--- src/rtl/osd_pkg.sv ---
// osd_pkg: shared command codes, buffer depth and FSM state types for the OSD command controller
package osd_pkg;
    localparam logic [7:0] CMD_WRITE      = 8'h20;
    localparam logic [7:0] CMD_WRITE_MASK = 8'hF8;
    localparam logic [7:0] CMD_ENA        = 8'h40;
    localparam logic [7:0] CMD_ENA_MASK   = 8'hFE;
    localparam logic [7:0] CMD_CLEAR      = 8'h08;
    localparam int BUF_DEPTH = 2048;
    typedef enum logic [1:0] {IDLE, CMD, DATA} spi_state_t;
    typedef enum logic {C_IDLE, C_RUN} clr_state_t;
    function automatic logic is_write(input logic [7:0] c);
        return (c & CMD_WRITE_MASK) == CMD_WRITE;
    endfunction
    function automatic logic is_ena(input logic [7:0] c);
        return (c & CMD_ENA_MASK) == CMD_ENA;
    endfunction
endpackage

--- src/rtl/osd_cmd_ctrl_if.sv ---
// osd_cmd_ctrl_if: SPI pins from the IO controller plus the OSD buffer write port and status
interface osd_cmd_ctrl_if #(parameter int ADDR_W = 11);
    logic              sck;
    logic              ss;
    logic              sdi;
    logic              osd_enable;
    logic              buf_we;
    logic [ADDR_W-1:0] buf_addr;
    logic [7:0]        buf_wdata;
    logic              busy;
    modport master (output sck, ss, sdi, input osd_enable, buf_we, buf_addr, buf_wdata, busy);
    modport slave (input sck, ss, sdi, output osd_enable, buf_we, buf_addr, buf_wdata, busy);
endinterface

--- src/rtl/osd_sync_edge.sv ---
// osd_sync_edge: multi-flop synchronizer with one extra stage for rise/fall detection
module osd_sync_edge #(
    parameter int   STAGES = 2,
    parameter logic INIT   = 1'b0
) (
    input  logic clk,
    input  logic reset,
    input  logic d,
    output logic q,
    output logic rise,
    output logic fall
);
    logic [STAGES:0] s;
    // shift the asynchronous input through the chain; the top stage only feeds edge detection
    always_ff @(posedge clk) begin
        s <= reset ? {(STAGES+1){INIT}} : {s[STAGES-1:0], d};
    end
    assign q    = s[STAGES-1];
    assign rise = s[STAGES-1] & ~s[STAGES];
    assign fall = ~s[STAGES-1] & s[STAGES];
endmodule

--- src/rtl/osd_cmd_ctrl.sv ---
// osd_cmd_ctrl: SPI command sequencer owning the OSD buffer write port, arbitrating SPI writes against a clear sweep
module osd_cmd_ctrl
    import osd_pkg::*;
#(
    parameter int ADDR_W      = 11,
    parameter int SYNC_STAGES = 2
) (
    input logic           clk,
    input logic           reset,
    osd_cmd_ctrl_if.slave bus
);
    logic sck_rise, ss_q, sdi_q;
    logic sck_q_unused, sck_fall_unused, ss_rise_unused, ss_fall_unused, sdi_rise_unused, sdi_fall_unused;
    spi_state_t spi_state, spi_next;
    clr_state_t cstate, cnext;
    logic [2:0] bit_cnt;
    logic [7:0] sbuf, cmd, new_byte, pend_data;
    logic [ADDR_W-1:0] wptr, pend_addr, caddr;
    logic byte_done, cmd_done, wr_byte, clr_start, clr_go, spi_pend;

    osd_sync_edge #(.STAGES(SYNC_STAGES), .INIT(1'b0)) u_sck (
        .clk(clk), .reset(reset), .d(bus.sck), .q(sck_q_unused), .rise(sck_rise), .fall(sck_fall_unused)
    );
    osd_sync_edge #(.STAGES(SYNC_STAGES), .INIT(1'b1)) u_ss (
        .clk(clk), .reset(reset), .d(bus.ss), .q(ss_q), .rise(ss_rise_unused), .fall(ss_fall_unused)
    );
    osd_sync_edge #(.STAGES(SYNC_STAGES), .INIT(1'b0)) u_sdi (
        .clk(clk), .reset(reset), .d(bus.sdi), .q(sdi_q), .rise(sdi_rise_unused), .fall(sdi_fall_unused)
    );

    assign new_byte  = {sbuf[6:0], sdi_q};
    assign byte_done = !ss_q && sck_rise && bit_cnt == 3'd7;
    assign cmd_done  = byte_done && spi_state == CMD;
    assign wr_byte   = byte_done && spi_state == DATA && is_write(cmd);
    assign clr_start = cmd_done && new_byte == CMD_CLEAR;
    assign clr_go    = cstate == C_RUN && !spi_pend;
    assign bus.busy  = cstate == C_RUN;

    // next state: ss high always wins; a clear command (re)starts the sweep, which ends after the top address
    always_comb begin
        spi_next = ss_q ? IDLE : spi_state == IDLE ? CMD : cmd_done ? DATA : spi_state;
        cnext    = clr_start ? C_RUN : (clr_go && caddr == '1) ? C_IDLE : cstate;
    end

    // state registers for both FSMs
    always_ff @(posedge clk) begin
        spi_state <= reset ? IDLE : spi_next;
        cstate    <= reset ? C_IDLE : cnext;
    end

    // bit assembly, command decode, line-write pointer and the one-cycle SPI write request
    always_ff @(posedge clk) begin
        if (reset) begin
            bit_cnt        <= '0;
            sbuf           <= '0;
            cmd            <= '0;
            wptr           <= '0;
            spi_pend       <= 1'b0;
            pend_addr      <= '0;
            pend_data      <= '0;
            bus.osd_enable <= 1'b0;
        end else begin
            bit_cnt <= ss_q ? 3'd0 : bit_cnt + 3'(sck_rise);
            if (!ss_q && sck_rise) sbuf <= new_byte;
            if (cmd_done) cmd <= new_byte;
            if (cmd_done && is_ena(new_byte)) bus.osd_enable <= new_byte[0];
            if (cmd_done && is_write(new_byte)) wptr <= ADDR_W'({new_byte[2:0], 8'h00});
            else if (wr_byte) wptr <= wptr + ADDR_W'(1);
            spi_pend <= wr_byte;
            if (wr_byte) begin
                pend_addr <= wptr;
                pend_data <= new_byte;
            end
        end
    end

    // sweep address and the registered write port; a pending SPI byte stalls the sweep for one cycle
    always_ff @(posedge clk) begin
        if (reset) begin
            caddr         <= '0;
            bus.buf_we    <= 1'b0;
            bus.buf_addr  <= '0;
            bus.buf_wdata <= '0;
        end else begin
            caddr      <= clr_start ? '0 : clr_go ? caddr + ADDR_W'(1) : caddr;
            bus.buf_we <= spi_pend || cstate == C_RUN;
            if (spi_pend || cstate == C_RUN) begin
                bus.buf_addr  <= spi_pend ? pend_addr : caddr;
                bus.buf_wdata <= spi_pend ? pend_data : 8'h00;
            end
        end
    end
endmodule

--- src/flat_wrapper.sv ---
// flat-port wrapper written by rule: the top's interface ports become plain ports
module osd_cmd_ctrl_flat import osd_pkg::*;
#(
    parameter int ADDR_W      = 11,
    parameter int SYNC_STAGES = 2
)
  (clk, reset, bus_sck, bus_ss, bus_sdi, bus_osd_enable, bus_buf_we, bus_buf_addr, bus_buf_wdata, bus_busy);
  osd_cmd_ctrl_if #(.ADDR_W(ADDR_W)) bus_i ();
  input logic clk;
  input logic reset;
  input wire logic [$bits(bus_i.sck)-1:0] bus_sck;
  input wire logic [$bits(bus_i.ss)-1:0] bus_ss;
  input wire logic [$bits(bus_i.sdi)-1:0] bus_sdi;
  output wire logic [$bits(bus_i.osd_enable)-1:0] bus_osd_enable;
  output wire logic [$bits(bus_i.buf_we)-1:0] bus_buf_we;
  output wire logic [$bits(bus_i.buf_addr)-1:0] bus_buf_addr;
  output wire logic [$bits(bus_i.buf_wdata)-1:0] bus_buf_wdata;
  output wire logic [$bits(bus_i.busy)-1:0] bus_busy;
  assign bus_i.sck = bus_sck;
  assign bus_i.ss = bus_ss;
  assign bus_i.sdi = bus_sdi;
  assign bus_osd_enable = bus_i.osd_enable;
  assign bus_buf_we = bus_i.buf_we;
  assign bus_buf_addr = bus_i.buf_addr;
  assign bus_buf_wdata = bus_i.buf_wdata;
  assign bus_busy = bus_i.busy;
  osd_cmd_ctrl #(.ADDR_W(ADDR_W), .SYNC_STAGES(SYNC_STAGES)) u_core (.clk(clk), .reset(reset), .bus(bus_i));
endmodule
--- config.mk ---
export PLATFORM = sky130hd
export DESIGN_NAME = osd_cmd_ctrl_flat
export DESIGN_NICKNAME = d
export VERILOG_FILES = /design/src/rtl/osd_pkg.sv /design/src/rtl/osd_cmd_ctrl_if.sv /design/src/rtl/osd_sync_edge.sv /design/src/rtl/osd_cmd_ctrl.sv /design/src/flat_wrapper.sv
export SDC_FILE = /design/constraint.sdc
export NUM_CORES = 1
export LEC_CHECK = 0
export BUFFER_PORTS_ARGS = -buffer_cell sky130_fd_sc_hd__buf_2
export CAP_MARGIN = 20
export CORE_MARGIN = 4
export CORE_UTILIZATION = 55
export CTS_CLUSTER_SIZE = 28
export DETAILED_ROUTE_END_ITERATION = 12
export GPL_TIMING_DRIVEN = 0
export PLACE_DENSITY = 0.84
export SYNTH_ARGS = -nofsm -noshare
export SYNTH_HDL_FRONTEND = slang
export SYNTH_SLANG_ARGS = --single-unit
--- constraint.sdc ---
create_clock -name clk -period 3.9 [get_ports clk]
set_input_delay 0.78 -clock clk [delete_from_list [all_inputs] [get_ports clk]]
set_output_delay 0.78 -clock clk [all_outputs]
set_load 0.1 [all_outputs]
-- After elaboration in Yosys (flattened, before gate mapping)
Index checks and enable logic that the tools add are counted.
- register bits: 91
- bits of input ports: 5
- word-level logic and storage cells: 61
- output and inout port bits: 22
- mux-type cells: 8
- $add $sub $neg: 3
- equal/unequal tests: 8
- bitwise operators: 2
- reductions and logical operators: 21
- operators by type and width (kind ; count):
    $mux 11 ; 3
    $add 11x1->11 const B ; 2
    $eq 11x11->1 const B ; 1
    $eq 5x3->1 const B ; 2
    $logic_and 1x1->1 ; 10
    $eq 8x4->1 const B ; 1
    $mux 8 ; 1
    $eq 7x6->1 const B ; 1
    $reduce_bool 2->1 ; 3
    $reduce_or 2->1 ; 3
    $mux 1 ; 4
    $add 3x1->3 ; 1
    $eq 3x3->1 const B ; 1
    $reduce_or 3->1 ; 1
    $eq 2x1->1 const B ; 1
    $eq 2x2->1 const B ; 1
    $logic_not 1->1 ; 2
    $logic_not 2->1 ; 1
    $and 1x1->1 ; 1
    $logic_or 1x1->1 ; 1
    $not 1->1 ; 1

-- Longest topological paths before layout
Gate-level depths: netlist of the first run.
- depth after elaboration: 8
- mapped depth: 7
- gate-level depth less buffers: 5

-- Modules after synthesis
A second synthesis of the first run with hierarchy kept.
- cell total of the unflattened synthesis: 394
- area, all modules: 3563.4 µm²
- by module, submodules not included (module ; sequential area each (µm²) ; area an instance (µm²) ; instances ; cells each):
    osd_cmd_ctrl ; 1621.6 ; 3288.2 ; 1 ; 370
    osd_sync_edge (u_core.u_sck ...) ; 60.1 ; 91.3 ; 2 ; 8
    osd_sync_edge (u_core.u_ss) ; 60.1 ; 92.6 ; 1 ; 8

-- Worst setup path before layout of the first run
No wires, ideal clock.
- path type: flip-flop to flip-flop
- start: register u_core.cstate, in the netlist u_core.bus.busy
- end: register u_core.caddr[10]
- required time: 3.830 ns
- stages on the path, launching flop included: 6
- path slack: 1.821 ns
- buffers on the path: 1
- clock period less this slack: 2.079 ns
- library setup time: 0.070 ns
- arrival time: 2.009 ns
- cells stage by stage: dfxtp_1 -> clkbuf_1 -> and2b_1 -> nand3_1 -> or3_1 -> a21oi_1
- cells in the longest elaborated chain, start to end: 1
- RTL lines (what ; RTL line ; RTL):
    from (decl) ; osd_cmd_ctrl.sv:15 ; clr_state_t cstate, cnext;
    from (signal assigned) ; osd_cmd_ctrl.sv:48 ; cstate <= reset ? C_IDLE : cnext;
    $logic_and 1x1->1 ; osd_cmd_ctrl.sv:36 ; assign clr_go = cstate == C_RUN && !spi_pend;
    to (signal assigned) ; osd_cmd_ctrl.sv:85 ; caddr <= clr_start ? '0 : clr_go ? caddr + ADDR_W'(1) : caddr;
    to (decl) ; osd_cmd_ctrl.sv:18 ; logic [ADDR_W-1:0] wptr, pend_addr, caddr;
No other way between the ends.
A chain may end at the register's enable or synchronous reset.

-- Worst setup path after layout of the first run
- start: register u_core.bus.buf_wdata[0]
- end: output bus_buf_wdata[0]
- RTL lines (what ; RTL line ; RTL):
    from (decl) ; osd_cmd_ctrl_if.sv:12 ; modport slave (input sck, ss, sdi, output osd_enable, buf_we, buf_addr, buf_wdata, busy);
    from (signal assigned) ; osd_cmd_ctrl.sv:89 ; bus.buf_wdata <= spi_pend ? pend_data : 8'h00;
    to (decl) ; flat_wrapper.sv:17 ; output wire logic [$bits(bus_i.buf_wdata)-1:0] bus_buf_wdata;
No word-level cell between the ends.

==> results of run 1 <==
area by class of cell:
type | instances | area [µm²]
Fill cell | 526 | 2340
Sequential cell | 88 | 1760
Multi-Input combinational cell | 283 | 1660
Clock buffer | 11 | 141
Timing Repair Buffer | 25 | 125
Buffer | 26 | 115
Tap cell | 77 | 96.3
Clock inverter | 5 | 56.3
Inverter | 6 | 22.5
power by group through the flow:
stage                     clock (mW)  combinational (mW)  sequential [mW]
after CTS                      0.638              0.0265            0.903
after floorplan                    0              0.0179            0.924
after detailed placement           0              0.0264            0.924
final                          0.631              0.0264            0.903
after global placement             0              0.0258            0.924
after global routing           0.679              0.0293            0.904
synthesized netlist by cell type (2+ instances only):
master | n | area, µm²
mux2i_1 | 26 | 260
nor3_1 | 6 | 30.0
buf_1 | 6 | 22.5
and3_1 | 2 | 12.5
ha_1 | 4 | 50.1
and2_1 | 3 | 18.8
a21oi_1 | 47 | 235
dfxtp_1 | 88 | 1760
nor2_1 | 63 | 236
nand2_1 | 48 | 180
xnor2_1 | 5 | 43.8
nor3b_1 | 9 | 67.6
o31ai_1 | 4 | 30.0
a32oi_1 | 3 | 26.3
or2_2 | 3 | 18.8
nand3_1 | 7 | 35.0
inv_1 | 6 | 22.5
clkbuf_1 | 11 | 41.3
or3_1 | 4 | 25.0
o2bb2ai_1 | 2 | 17.5
and4_1 | 5 | 43.8
buf_2 | 8 | 40.0
nand2b_1 | 3 | 18.8
o21ai_0 | 5 | 25.0
nor2b_1 | 7 | 43.8
or4_1 | 4 | 30.0
xor2_1 | 6 | 52.6
nand4_1 | 3 | 18.8
how the worst min path moves through the flow:
stage | endpoint
floorplan | u_core.u_ss.s[1]
global placement | u_core.u_ss.s[1]
detailed placement | u_core.u_ss.s[1]
CTS | u_core.u_ss.s[1]
global route | u_core.u_ss.s[1]
finish | u_core.u_ss.s[1]
state kept, by name (all words and copies together) (netlist names):
signal                 flops
u_core.bus.busy            1
u_core.sbuf                7
u_core.bus.buf_wdata       8
u_core.bus.buf_we          1
u_core.spi_state           2
u_core.caddr              11
u_core.u_ss.s              2
u_core.wptr               11
u_core.cmd                 5
u_core.spi_pend            1
u_core.pend_data           8
u_core.u_sck.s             3
u_core.bit_cnt             3
u_core.u_sdi.s             2
u_core.bus.buf_addr       11
u_core.bus.osd_enable      1
u_core.pend_addr          11
logic make-up after synthesis:
kind of cell / Yosys count / share of synthesized area (%)
simple gates: 176 / 24.6
flops: 88 / 49.5
compound gates: 65 / 10.2
buf+inv: 32 / 3.87
mux: 27 / 7.63
xor+xnor: 11 / 2.71
fa+ha+maj: 4 / 1.41
metal layers:
layer / global-route usage, % / up-vias
met5: 0 / -
met4: 10.4 / 0
met3: 3.72 / 16
met2: 33.4 / 73
met1: 26.5 / 1374
li1: - / 1442
per-stage QoR:
| stage | hold WS, ns | utilization (%) |
|---|---|---|
| after floorplan | 0.389 | - |
| after global placement | 0.393 | 59.8 |
| after detailed placement | 0.393 | 59.8 |
| after CTS | 0.413 | 63.0 |
| after global routing | 0.432 | 63.0 |
| final | 0.412 | 63.0 |
==> flow_summary_export.csv, run 1 <==
group,metric,value,unit
route,dr_wl_met2,3690,µm
setup_path,cp.depth,1,
sta,tns,0,ns
pwr,p_total,1.56,mW
route,ant_nets,0,
placed_design,place_hpwl,5370,µm
route,first_iter_violations,224,
clock_network,clock_sinks,88,
pwr,seqPwrFrac,57.9,%
die,initial_utilization,56.3,%
sta,max_freq,0.516,GHz
die,ios,27,
sta,slew_headroom,65.7,%
setup_path,crit_path_end_kind,"output port",
sta,period_share,49.7,%
global_route,grt_max_degree,15,
global_route,grt_overflow,0,
pwr,pwr-share-comb,1.7,%
global_route,antenna_found_initial,0,
route,met3WireLength,303,µm
run_status,status,"finished, final reports clean",
route,vias_per_cell,5.58,
pwr,switching_share,21.7,%
setup_path,crit_fanout,2,
setup_path,worstSetupStartpointType,"flop",
setup_path,critical_path_arrival,1.16,ns
placed_design,dp_cells,505,
pwr,clkPwrFrac,40.5,%
setup_path,rr_worst_depth,6,
route,drc,0,
global_route,track_usage,20.7,%
placed_design,placed_area,0.00378,mm²
clock_network,clk_pin_slew,0.08,ns
setup_path,crit_family,"buffers and inverters",
route,post_drt_wl_per_cell,14.5,µm
synthesis,syn_area,0.00356,mm²
die,die_w,88.4,µm
setup_path,crit_end,"bus_buf_wdata[0]",
clock_network,cts_max_level,3,
pwr,switching_power,0.339,mW
hold_path,holdCritStartpoint,"u_core.u_ss.s[0]",
pwr,p_int,1.22,mW
placed_design,portBuffers,25,
die,die_h,88.4,µm
setup_path,crit_chain,"buf_2",
placed_design,place_congestion,0.800,
clock_network,cts_setup_buffers,0,
sta,finClkSkew,0.0101,ns
sta,slew_viol_final,0,
setup_path,regToRegSetupSlack,2.11,ns
cells_and_area,antenna_cells,0,
cells_and_area,syn_to_final_growth,11.8,%
sta,setup_viol,0,
setup_path,critPathKind,"reg -> out",
setup_path,r2r_start,"u_core.sbuf[3]",
die,dieArea,0.00782,mm²
pwr,peakVddDrop,0.238,mV
sta,grt_setup_unrepaired,"no",
synthesis,yosysUniqueCellTypes,43,
cells_and_area,fin_area,0.00398,mm²
clock_network,holdBufCountCts,0,
route,met1_length,3380,µm
cells_and_area,drive_above_1_share,12.8,%
clock_network,cts.repair.resized,0,
synthesis,ys_ff_latch,88,
setup_path,r2r_end,"u_core.wptr[4]",
synthesis,avgSynthCellArea,8.83,µm²
cells_and_area,final_common_cell,"dfxtp_1",
synthesis,ys_seq_area_share,49.5,%
route,routed.top_layer,"met4",
clock_network,clock-root-buffer,"clkbuf_8",
clock_network,cts_tree,"built",
synthesis,synth_cells,403,
hold_path,whs_path_depth,1,
setup_path,cpMaxStageDelayCell,"buf_2",
setup_path,critPathMaxStageDelay,0.44,ns
cells_and_area,finalNonFillerCells,521,
clock_network,numCtsBuffers,9,
placed_design,dpl_worst_slack,1.68,ns
synthesis,ys.flop_type,"dfxtp_1",
sta,worst_pin_slew,0.514,ns
setup_path,crit_required,3.12,ns
sta,timing.final.ws_setup,1.96,ns
route,routed-via-count,2905,
global_route,grt_pass1_wl,12700,µm
die,core-area,0.00631,mm²
sta,min_period,1.94,ns
synthesis,syn-num-nets,412,
route,drtPass1Iterations,4,
clock_network,clockBufferDepth,2,
global_route,grt_pass1_vias,2714,
cells_and_area,nNetsFinal,448,
run,maxCapViolCount,0,
clock_network,clkLatencyLatePin,0.36,ns
route,wirelength,7550,µm
pwr,leakage,1.44,nW
pwr,power_density,393,mW/mm²
synthesis,async_flop_share,0,%
synthesis,synth_edf_count,0,
setup_path,worstSetupStartpoint,"u_core.bus.buf_wdata[0]",
synthesis,yosysWarnings,0,
cells_and_area,layout_common_cells,"dfxtp_1 (88), nor2_1 (63), nand2_1 (48), a21oi_1 (47), buf_2 (33)",
sta,hold_viol,0,
die,rows,29,
setup_path,cp_num_buf_inv,1,
hold_path,hp-class,"reg -> reg",
Power figures use the tool's default switching activity.
==> run 2: changes to the inputs <==
--- a/config.mk
+++ b/config.mk
@@ -8,7 +8,7 @@
 export BUFFER_PORTS_ARGS = -buffer_cell sky130_fd_sc_hd__buf_2
 export CAP_MARGIN = 20
 export CORE_MARGIN = 4
-export CORE_UTILIZATION = 55
+export CORE_UTILIZATION = 53
 export CTS_CLUSTER_SIZE = 28
 export DETAILED_ROUTE_END_ITERATION = 12
 export GPL_TIMING_DRIVEN = 0
==> constraint.sdc (replaced) <==
create_clock -name clk -period 1.62 [get_ports clk]
set_input_delay 0.324 -clock clk [delete_from_list [all_inputs] [get_ports clk]]
set_output_delay 0.324 -clock clk [all_outputs]
set_load 0.1 [all_outputs]
==> flow_summary_export.csv, run 2 (same netlist as run 1, synthesis figures left out) <==
group,metric,value,unit
run_status,status,"finished, final reports clean",
sta,timing.final.ws_setup,0.0234,ns
setup_path,regToRegSetupSlack,0.02,ns
hold_path,min_to,"u_core.u_ss.s[0]",
pwr,clkPwrFrac,45.0,%
setup_path,r2r_start,"u_core.u_ss.s[1]",
setup_path,critical_path_arrival,1.88,ns
cells_and_area,drive_above_1_share,16.8,%
route,drc,0,
cells_and_area,final_common_cell,"dfxtp_1",
global_route,grt_max_degree,16,
cells_and_area,fin_area,0.00412,mm²
sta,max_freq,0.626,GHz
route,vias_per_cell,5.52,
clock_network,clock_sinks,88,
cells_and_area,layout_common_cells,"dfxtp_1 (84), nor2_1 (63), nand2_1 (48), a21oi_1 (44), buf_2 (31)",
placed_design,place_congestion,0.809,
sta,finClkSkew,0.0102,ns
sta,worst_pin_slew,0.523,ns
cells_and_area,n_fill_cell,499,
setup_path,critPathKind,"reg -> reg",
die,initial_utilization,55.4,%
setup_path,rr_worst_depth,5,
sta,slew_viol_final,0,
route,ant_nets,0,
route,post_drt_wl_per_cell,14.3,µm
pwr,p_int,3.26,mW
placed_design,place_hpwl,5230,µm
die,core-area,0.00642,mm²
pwr,switching_power,0.811,mW
sta,slew_headroom,65.2,%
clock_network,numCtsBuffers,9,
clock_network,cts_max_level,3,
sta,hold_viol,0,
sta,period_share,98.6,%
cells_and_area,multiInputGateArea,0.00169,mm²
clock_network,clkLatencyLatePin,0.35,ns
cells_and_area,nNetsFinal,451,
setup_path,crit_chain,"nor3b_4 -> buf_6 -> nand4_4 -> or4_1 -> a21oi_1",
setup_path,critPathMaxStageDelay,0.55,ns
route,drtPass1Iterations,4,
pwr,leakage,1.50,nW
setup_path,r2r_end,"u_core.wptr[7]",
die,die_h,89.9,µm
clock_network,clockBufferDepth,2,
route,routed-via-count,2890,
pwr,switching_share,19.9,%
pwr,seqPwrFrac,53.3,%
clock_network,clock-root-buffer,"clkbuf_8",
global_route,met2_usage,33.0,%
global_route,grt_pass1_wl,12400,µm
pwr,pwr-share-comb,1.6,%
die,dieArea,0.00809,mm²
run,maxCapViolCount,0,
global_route,use_met1,21.0,%
global_route,grt_pass1_vias,2846,
sta,grt_setup_unrepaired,"yes",
die,rows,29,
sta,min_period,1.60,ns
setup_path,cpMaxStageDelayCell,"or4_1",
route,wirelength,7470,µm
cells_and_area,antenna_cells,0,
sta,tns,0,ns
sta,setup_viol,0,
clock_network,clk_pin_slew,0.08,ns
pwr,power_density,989,mW/mm²
setup_path,crit_required,1.90,ns
placed_design,portBuffers,25,
hold_path,whs_path_depth,2,
global_route,use_met3,4.42,%
die,ios,27,
placed_design,placed_area,0.00378,mm²
clock_network,holdBufCountCts,0,
hold_path,hp-class,"in -> reg",
die,die_w,89.9,µm
pwr,peakVddDrop,0.655,mV
setup_path,crit_path_end_kind,"flop",
global_route,grt_overflow,0,
placed_design,dpl_worst_slack,-0.119,ns
pwr,p_total,4.07,mW
setup_path,crit_fanout,7,
cells_and_area,ff_latch_area,0.00177,mm²
cells_and_area,syn_to_final_growth,15.8,%
global_route,antenna_found_initial,0,
clock_network,cts_tree,"built",
route,first_iter_violations,156,
setup_path,worstSetupStartpointType,"flop",
hold_path,holdCritStartpoint,"bus_ss",
global_route,busiest_layer,"met2",
global_route,track_usage,18.6,%
## run 2: cell type report
type	instances	area share [%]
clock inverter	6	2.79
sequential	88	42.9
clock buffer	10	3.34
inverter	6	0.547
multi-input combinational	283	40.9
buffer	25	3.31
tap	77	2.34
timing repair buffer	29	3.80
## run 2: repair_timing
| item | in CTS | in global routing |
|---|---|---|
| pin swaps | 1 | 10 |
| resized for setup | 7 | 14 |
| setup endpoints to repair | 38 | 45 |
| setup buffers | 2 | 1 |
| gates cloned | 0 | 1 |
## run 2: how the worst max path moves through the flow
stage	cells after the start	slack, ns	from	endpoint
2_1_floorplan	5	0.02	u_core.bus.busy	u_core.caddr[10]
3_3_place_gp	4	-0.12	reset	u_core.cmd[3]
3_5_place_dp	6	-0.12	u_core.sbuf[3]	u_core.wptr[4]
4_1_cts	6	0.03	u_core.u_sck.s[2]	u_core.bus.osd_enable
5_1_grt	5	-0.07	u_core.u_sck.s[2]	u_core.wptr[6]
6_report	5	0.02	u_core.u_ss.s[1]	u_core.wptr[7]
## run 2: per-layer routing
layer,up-vias,share of wire (%),wire [µm]
met5,-,0,0
met4,0,2.3,169
met3,15,3.8,284
met2,54,51,3780
met1,1370,43,3240
li1,1451,-,-
## run 2: power by group through the flow
stage | clock network, mW | logic [mW] | registers (mW)
2_1_floorplan | 0 | 0.0432 | 2.22
3_3_place_gp | 0 | 0.0619 | 2.22
3_5_place_dp | 0 | 0.0620 | 2.22
4_1_cts | 1.86 | 0.0638 | 2.17
5_1_grt | 1.93 | 0.0736 | 2.17
6_report | 1.83 | 0.0672 | 2.17
## run 2: worst max-delay path: cells and delay by family (launching register included)
| family | cells | cell delay [ns] |
|---|---|---|
| buffers and inverters | 1 | 0.14 |
| AOI/OAI and AO/OA | 1 | 0.13 |
| and+or+nand+nor | 3 | 0.92 |
| DFF | 1 | 0.34 |
## run 2: metrics by stage
stage,util [%],std cells,hold slack [ns]
floorplan,-,403,0.389
global placement,58.9,505,0.394
detailed placement,58.9,505,0.398
CTS,63.3,522,0.143
global route,64.2,524,0.161
finish,64.2,524,0.154
